**src/rtl/sqrt_iter_if.sv**
```systemverilog
// sqrt_iter_if: handshake bundle for the iterative square-root unit.
// Producer side (in_valid/in_ready/rad) and consumer side
// (out_valid/out_ready/root/rem/rnd_up) share one interface.
// The master modport is the environment; the slave modport is the unit.
interface sqrt_iter_if #(
  parameter int WIDTH = 8
);
  logic             in_valid;
  logic             in_ready;
  logic [WIDTH-1:0] rad;
  logic             busy;
  logic             out_valid;
  logic             out_ready;
  logic [WIDTH-1:0] root;
  logic [WIDTH-1:0] rem;
  logic             rnd_up;

  modport master (
    output in_valid, rad, out_ready,
    input  in_ready, busy, out_valid, root, rem, rnd_up
  );

  modport slave (
    input  in_valid, rad, out_ready,
    output in_ready, busy, out_valid, root, rem, rnd_up
  );
endinterface

```
**src/rtl/sqrt_iter.sv**
```systemverilog
// sqrt_iter: iterative restoring square root, STEPS root bits per clock.
// root = floor(sqrt(rad * 2^FBITS)), rem = rad * 2^FBITS - root^2.
// Optional feature macro: SQRT_ROUND_EN -- round the root to nearest
// (root+1 when rem > root) and flag it on rnd_up; rem stays truncated.
module sqrt_iter #(
  parameter int WIDTH = 8,
  parameter int FBITS = 0,
  parameter int STEPS = 1
) (
  input  logic       clk,
  input  logic       rst,
  sqrt_iter_if.slave bus
);

  localparam int ITER = (WIDTH + FBITS) / 2;      // root bits
  localparam int RW   = WIDTH + FBITS;            // scaled radicand width
  localparam int AW   = WIDTH + 2;                // accumulator width
  localparam int NCYC = ITER / STEPS;             // CALC cycles
  localparam int CW   = $clog2(NCYC + 1);

  localparam logic [1:0] ST_IDLE = 2'd0;
  localparam logic [1:0] ST_CALC = 2'd1;
  localparam logic [1:0] ST_DONE = 2'd2;

  if (WIDTH < 4 || FBITS < 0 || FBITS > WIDTH - 2 || ((WIDTH + FBITS) % 2) != 0 ||
      STEPS < 1 || (ITER % STEPS) != 0) begin : g_bad_params
    $error("sqrt_iter: illegal WIDTH/FBITS/STEPS combination");
  end

  logic [1:0]       state_r;
  logic [CW-1:0]    cnt_r;
  logic [AW-1:0]    acc_r;
  logic [ITER-1:0]  q_r;
  logic [RW-1:0]    radc_r;
  logic             in_ready_r;
  logic             busy_r;
  logic             out_valid_r;
  logic [WIDTH-1:0] root_r;
  logic [WIDTH-1:0] rem_r;
  logic             rnd_up_r;

  logic [AW-1:0]    acc_s;
  logic [ITER-1:0]  q_s;
  logic [RW-1:0]    radc_s;

  // STEPS chained restoring steps: bring in two radicand bits, trial-subtract
  // {q,01}, keep the difference and append 1 when it does not go negative.
  function automatic logic [AW+ITER+RW-1:0] root_steps(
    input logic [AW-1:0]   acc_i,
    input logic [ITER-1:0] q_i,
    input logic [RW-1:0]   rc_i
  );
    logic [AW-1:0]   acc;
    logic [ITER-1:0] q;
    logic [RW-1:0]   rc;
    logic [AW-1:0]   sh;
    logic [AW-1:0]   tr;
    acc = acc_i;
    q   = q_i;
    rc  = rc_i;
    for (int i = 0; i < STEPS; i++) begin
      sh = {acc[AW-3:0], rc[RW-1 -: 2]};
      tr = sh - AW'({q, 2'b01});
      rc = {rc[RW-3:0], 2'b00};
      if (!tr[AW-1]) begin
        acc = tr;
        q   = {q[ITER-2:0], 1'b1};
      end else begin
        acc = sh;
        q   = {q[ITER-2:0], 1'b0};
      end
    end
    return {acc, q, rc};
  endfunction

  assign {acc_s, q_s, radc_s} = root_steps(acc_r, q_r, radc_r);

`ifdef SQRT_ROUND_EN
  // Round to nearest: the true root lies above root+0.5 exactly when rem > root.
  logic rnd_s;
  assign rnd_s = (acc_s[WIDTH-1:0] > WIDTH'(q_s));
`endif

  // Control FSM, datapath registers and registered result/status outputs.
  always_ff @(posedge clk or posedge rst) begin
    if (rst) begin
      state_r     <= ST_IDLE;
      cnt_r       <= '0;
      acc_r       <= '0;
      q_r         <= '0;
      radc_r      <= '0;
      in_ready_r  <= 1'b1;
      busy_r      <= 1'b0;
      out_valid_r <= 1'b0;
      root_r      <= '0;
      rem_r       <= '0;
      rnd_up_r    <= 1'b0;
    end else begin
      case (state_r)
        ST_IDLE: begin
          if (bus.in_valid) begin
            state_r    <= ST_CALC;
            cnt_r      <= '0;
            acc_r      <= '0;
            q_r        <= '0;
            radc_r     <= RW'(bus.rad) << FBITS;
            in_ready_r <= 1'b0;
            busy_r     <= 1'b1;
          end
        end
        ST_CALC: begin
          acc_r  <= acc_s;
          q_r    <= q_s;
          radc_r <= radc_s;
          cnt_r  <= cnt_r + CW'(1);
          if (cnt_r == CW'(NCYC - 1)) begin
            state_r     <= ST_DONE;
            busy_r      <= 1'b0;
            out_valid_r <= 1'b1;
            rem_r       <= acc_s[WIDTH-1:0];
`ifdef SQRT_ROUND_EN
            root_r      <= WIDTH'(q_s) + WIDTH'(rnd_s);
            rnd_up_r    <= rnd_s;
`else
            root_r      <= WIDTH'(q_s);
            rnd_up_r    <= 1'b0;
`endif
          end
        end
        ST_DONE: begin
          if (bus.out_ready) begin
            state_r     <= ST_IDLE;
            out_valid_r <= 1'b0;
            in_ready_r  <= 1'b1;
          end
        end
        default: begin
          state_r     <= ST_IDLE;
          in_ready_r  <= 1'b1;
          busy_r      <= 1'b0;
          out_valid_r <= 1'b0;
        end
      endcase
    end
  end

  assign bus.in_ready  = in_ready_r;
  assign bus.busy      = busy_r;
  assign bus.out_valid = out_valid_r;
  assign bus.root      = root_r;
  assign bus.rem       = rem_r;
  assign bus.rnd_up    = rnd_up_r;

endmodule
```
**src/flat_wrapper.sv**
```systemverilog
// flat-port wrapper written by rule: the top's interface ports become plain ports
module sqrt_iter_flat 
#(
  parameter int WIDTH = 8,
  parameter int FBITS = 0,
  parameter int STEPS = 1
)
  (clk, rst, bus_in_valid, bus_rad, bus_out_ready, bus_in_ready, bus_busy, bus_out_valid, bus_root, bus_rem, bus_rnd_up);
  sqrt_iter_if #(.WIDTH(WIDTH)) bus_i ();
  input  logic clk;
  input  logic rst;
  input wire logic [$bits(bus_i.in_valid)-1:0] bus_in_valid;
  input wire logic [$bits(bus_i.rad)-1:0] bus_rad;
  input wire logic [$bits(bus_i.out_ready)-1:0] bus_out_ready;
  output wire logic [$bits(bus_i.in_ready)-1:0] bus_in_ready;
  output wire logic [$bits(bus_i.busy)-1:0] bus_busy;
  output wire logic [$bits(bus_i.out_valid)-1:0] bus_out_valid;
  output wire logic [$bits(bus_i.root)-1:0] bus_root;
  output wire logic [$bits(bus_i.rem)-1:0] bus_rem;
  output wire logic [$bits(bus_i.rnd_up)-1:0] bus_rnd_up;
  assign bus_i.in_valid = bus_in_valid;
  assign bus_i.rad = bus_rad;
  assign bus_i.out_ready = bus_out_ready;
  assign bus_in_ready = bus_i.in_ready;
  assign bus_busy = bus_i.busy;
  assign bus_out_valid = bus_i.out_valid;
  assign bus_root = bus_i.root;
  assign bus_rem = bus_i.rem;
  assign bus_rnd_up = bus_i.rnd_up;
  sqrt_iter #(.WIDTH(WIDTH), .FBITS(FBITS), .STEPS(STEPS)) u_core (.clk(clk), .rst(rst), .bus(bus_i));
endmodule
```
**config.mk**
```make
export PLATFORM = sky130hd
export DESIGN_NAME = sqrt_iter_flat
export DESIGN_NICKNAME = d
export VERILOG_FILES = /design/src/rtl/sqrt_iter_if.sv /design/src/rtl/sqrt_iter.sv /design/src/flat_wrapper.sv
export SDC_FILE = /design/constraint.sdc
export NUM_CORES = 1
export LEC_CHECK = 0
export ABC_AREA = 1
export CAP_MARGIN = 25
export CORE_MARGIN = 4
export CORE_UTILIZATION = 54
export CTS_CLUSTER_SIZE = 14
export DETAILED_ROUTE_END_ITERATION = 8
export PLACE_DENSITY = 0.8
export REMOVE_ABC_BUFFERS = 1
export SYNTH_ARGS = -nofsm -noshare
export SYNTH_HDL_FRONTEND = slang
export SYNTH_SLANG_ARGS = --single-unit
```
**constraint.sdc**
```tcl
create_clock -name clk -period 1.9 [get_ports clk]
set_input_delay 0.38 -clock clk [delete_from_list [all_inputs] [get_ports clk]]
set_output_delay 0.38 -clock clk [all_outputs]
set_load 0.1 [all_outputs]
```
==> flow_summary_export.csv <==
group,metric,value,unit
synthesis,syn_area_per_cell,8.299,µm²
sta,fin_setup_tns,0,ns
worst_setup_path,worstPathArrival,2.00,ns
floorplanning,die_w,71.09,µm
worst_setup_path,start_kind,"flip-flop",
grt,grt.total_usage,0.1980,
final_layout,synthToLayoutAreaGrowth,28.70,%
worst_setup_path,reg2reg_slack,0.09,ns
sta,finalHoldViolations,0,
synthesis,synth_flop_cell,"dfrtp_1",
floorplanning,num_io_pins,32,
clock_tree,cts_buffers,5,
grt,antenna_found_initial,0,
flow_run,drv_cap,0,
synthesis,synth_common_cells,"nand2_1, dfrtp_1, inv_1",
final_layout,insertedDiodeCount,0,
synthesis,synth-simple-area-share,0.2893,
synthesis,synthArstFlopShare,1.000,
clock_tree,clkTransAtPathRegs,0.08,ns
worst_setup_path,crit_end,"u_core.bus.rem[1]",
drt,drt_iter0_markers,200,
worst_setup_path,crit_fanout,8,
final_layout,seq_area,1002,µm²
clock_tree,cts_root_buf,"clkbuf_8",
place,dp_hpwl,3258,µm
worst_setup_path,critPathRequiredTime,2.09,ns
drt,viasPerCell,5.328,
sta,slew_violations,0,
final_layout,n_fill_cell,297,
drt,wl_per_cell,13.93,µm
synthesis,synthMuxAreaShare,0,
synthesis,synth.cell_area,2150,µm²
synthesis,synth.top_cell.area_share,0.4540,
sta,setup_violations,0,
synthesis,synth_compound_area_frac,0.09371,
floorplanning,start_util,0.5742,
worst_setup_path,crit_path_end_kind,"flip-flop",
synthesis,synth_cells,259,
min_path,hold_class,"in2async",
place,gp_congestion,0.8988,
worst_setup_path,r2r-end,"u_core.bus.rem[1]",
synthesis,yosysWarnings,0,
floorplanning,fp.dieArea,5054,µm²
place,portBuffers,26,
floorplanning,fp.dieH,71.09,µm
sta,fin_crit,1.809,ns
sta,period_share,0.9520,
clock_tree,htreeDepth,2,
worst_setup_path,reg2reg_depth,10,
run_status,status,"complete, no violations",
floorplanning,num_rows,22,
synthesis,synth_xor_area_frac,0.01630,
synthesis,synth_most_common_cell,"nand2_1",
sta,clock_skew,0.004946,ns
sta,setup_ws,0.09119,ns
clock_tree,max-clock-path-buffers,2,
final_layout,fin_cells,344,
grt,grt_max_degree,41,
synthesis,synth_area_leaders,"dfrtp_1, nand2_1, nand3_1",
worst_setup_path,cp-startpoint,"u_core.acc_r[3]",
worst_setup_path,r2r_start,"u_core.acc_r[3]",
floorplanning,core,3744,µm²
worst_setup_path,path_class,"reg2reg",
synthesis,synth-seq-cells,40,
grt,grt_pass1_vias,1807,
synthesis,synth_edf_count,0,
final_layout,fin_nets,314,
synthesis,synth_top_family_by_area,"simple AND/OR/NAND/NOR gates",
synthesis,yosysSeqAreaShare,0.4662,
clock_tree,cts.sinks,40,
final_layout,multi_input_area,1044,µm²
place,dpl_worst_slack,-0.006199,ns
drt,route.detailed.drc,0,
synthesis,yosysTopAreaCell,"dfrtp_1",
synthesis,yosysUniqueCellTypes,29,
grt,grt_pass1_wl,7900,µm
clock_tree,clkLatencyLatePin,0.30,ns
final_layout,drive_gt1_frac,0.2027,
sta,timing.fmax,0.5528,GHz
drt,drt-total-wl,4793,µm
place,post-place-cells,334,
drt,drt_pass1_iterations,5,
synthesis,synthAdderAreaFrac,0.04075,
drt,via_count,1833,
drt,ant_nets,0,
grt,grt-ovfl-total,0,
clock_tree,cts_tree,"built",
## logic make-up after synthesis
family	count (synthesis)
adder cells (fa/ha/maj)	7
XOR/XNOR	4
buffers and inverters	44
flip-flops	40
AND/OR/NAND/NOR	127
other	1
AO/OA/AOI/OAI	36
## per-stage QoR
step | cell area, µm² | hold WS [ns] | util
finish | 2766 | 0.4235 | 0.7390
global route | 2766 | 0.4632 | 0.7390
CTS | 2703 | 0.4373 | 0.7219
detailed placement | 2580 | 0.4674 | 0.6892
global placement | 2580 | 0.4628 | 0.6892
floorplan | 2095 | 0.4479 | -
## worst max-delay path, stage by stage, from the launching register on
cell	delay (ns)
dfrtp_1	0.41
ha_1	0.31
nand2_2	0.10
nor2_4	0.18
nand3_4	0.14
nand3_4	0.13
nand2_4	0.10
nand2_8	0.13
nand2_2	0.06
nand3_1	0.07
nand2_1	0.06
## how the worst min path moves through the flow
stage | end | cells after the start | startpoint
finish | u_core.bus.rem[0] | 3 | rst
CTS | u_core.radc_r[2] | 3 | rst
floorplan | u_core.radc_r[2] | 2 | u_core.radc_r[2]
global route | u_core.radc_r[2] | 3 | rst
global placement | u_core.cnt_r[0] | 1 | u_core.cnt_r[0]
detailed placement | u_core.bus.root[0] | 2 | u_core.bus.root[0]
## state kept, by name (all words and copies together), names as in the netlist
signal	count
u_core.cnt_r	3
u_core.state_r	2
u_core.bus.in_ready	1
u_core.acc_r	8
u_core.q_r	4
u_core.bus.out_valid	1
u_core.radc_r	8
u_core.bus.root	4
u_core.bus.busy	1
u_core.bus.rem	8
## layout make-up
type,instances,area share
clock buffers,6,0.02623
clock inverters,2,0.01266
inverters,34,0.04613
multi-input cells,181,0.3772
flip-flops and latches,40,0.3623
well taps,48,0.02171
repair buffers,33,0.1538
## cells in the final DEF, fill, tap and decap left out, types with 6 or more instances in the layout
| cell type | n |
|---|---|
| buf_12 | 12 |
| o21ai_0 | 21 |
| clkdlybuf4s50_1 | 11 |
| nor2_1 | 9 |
| inv_1 | 29 |
| nand2_2 | 11 |
| buf_4 | 10 |
| dfrtp_1 | 39 |
| nand3_1 | 28 |
| o22ai_1 | 6 |
| nand2_1 | 65 |
## what timing repair did
action	4_1_cts	5_1_grt
pin swaps	1	4
hold buffers	0	0
resized for setup	1	9
setup endpoints to repair	12	21
endpoints found under the hold margin	0	0
gates cloned	1	1
buffers inserted	0	0
## metal layers
metal  share of wire  GRT usage  wire [µm]
met3           0.066    0.05256        314
met1            0.42     0.2394       1999
met4           0.010    0.07724         49
met2            0.51     0.3357       2430
met5               0          0          0
Power is not shown: default switching activity piles up to over one toggle a cycle in this logic, so the estimate is an artifact.
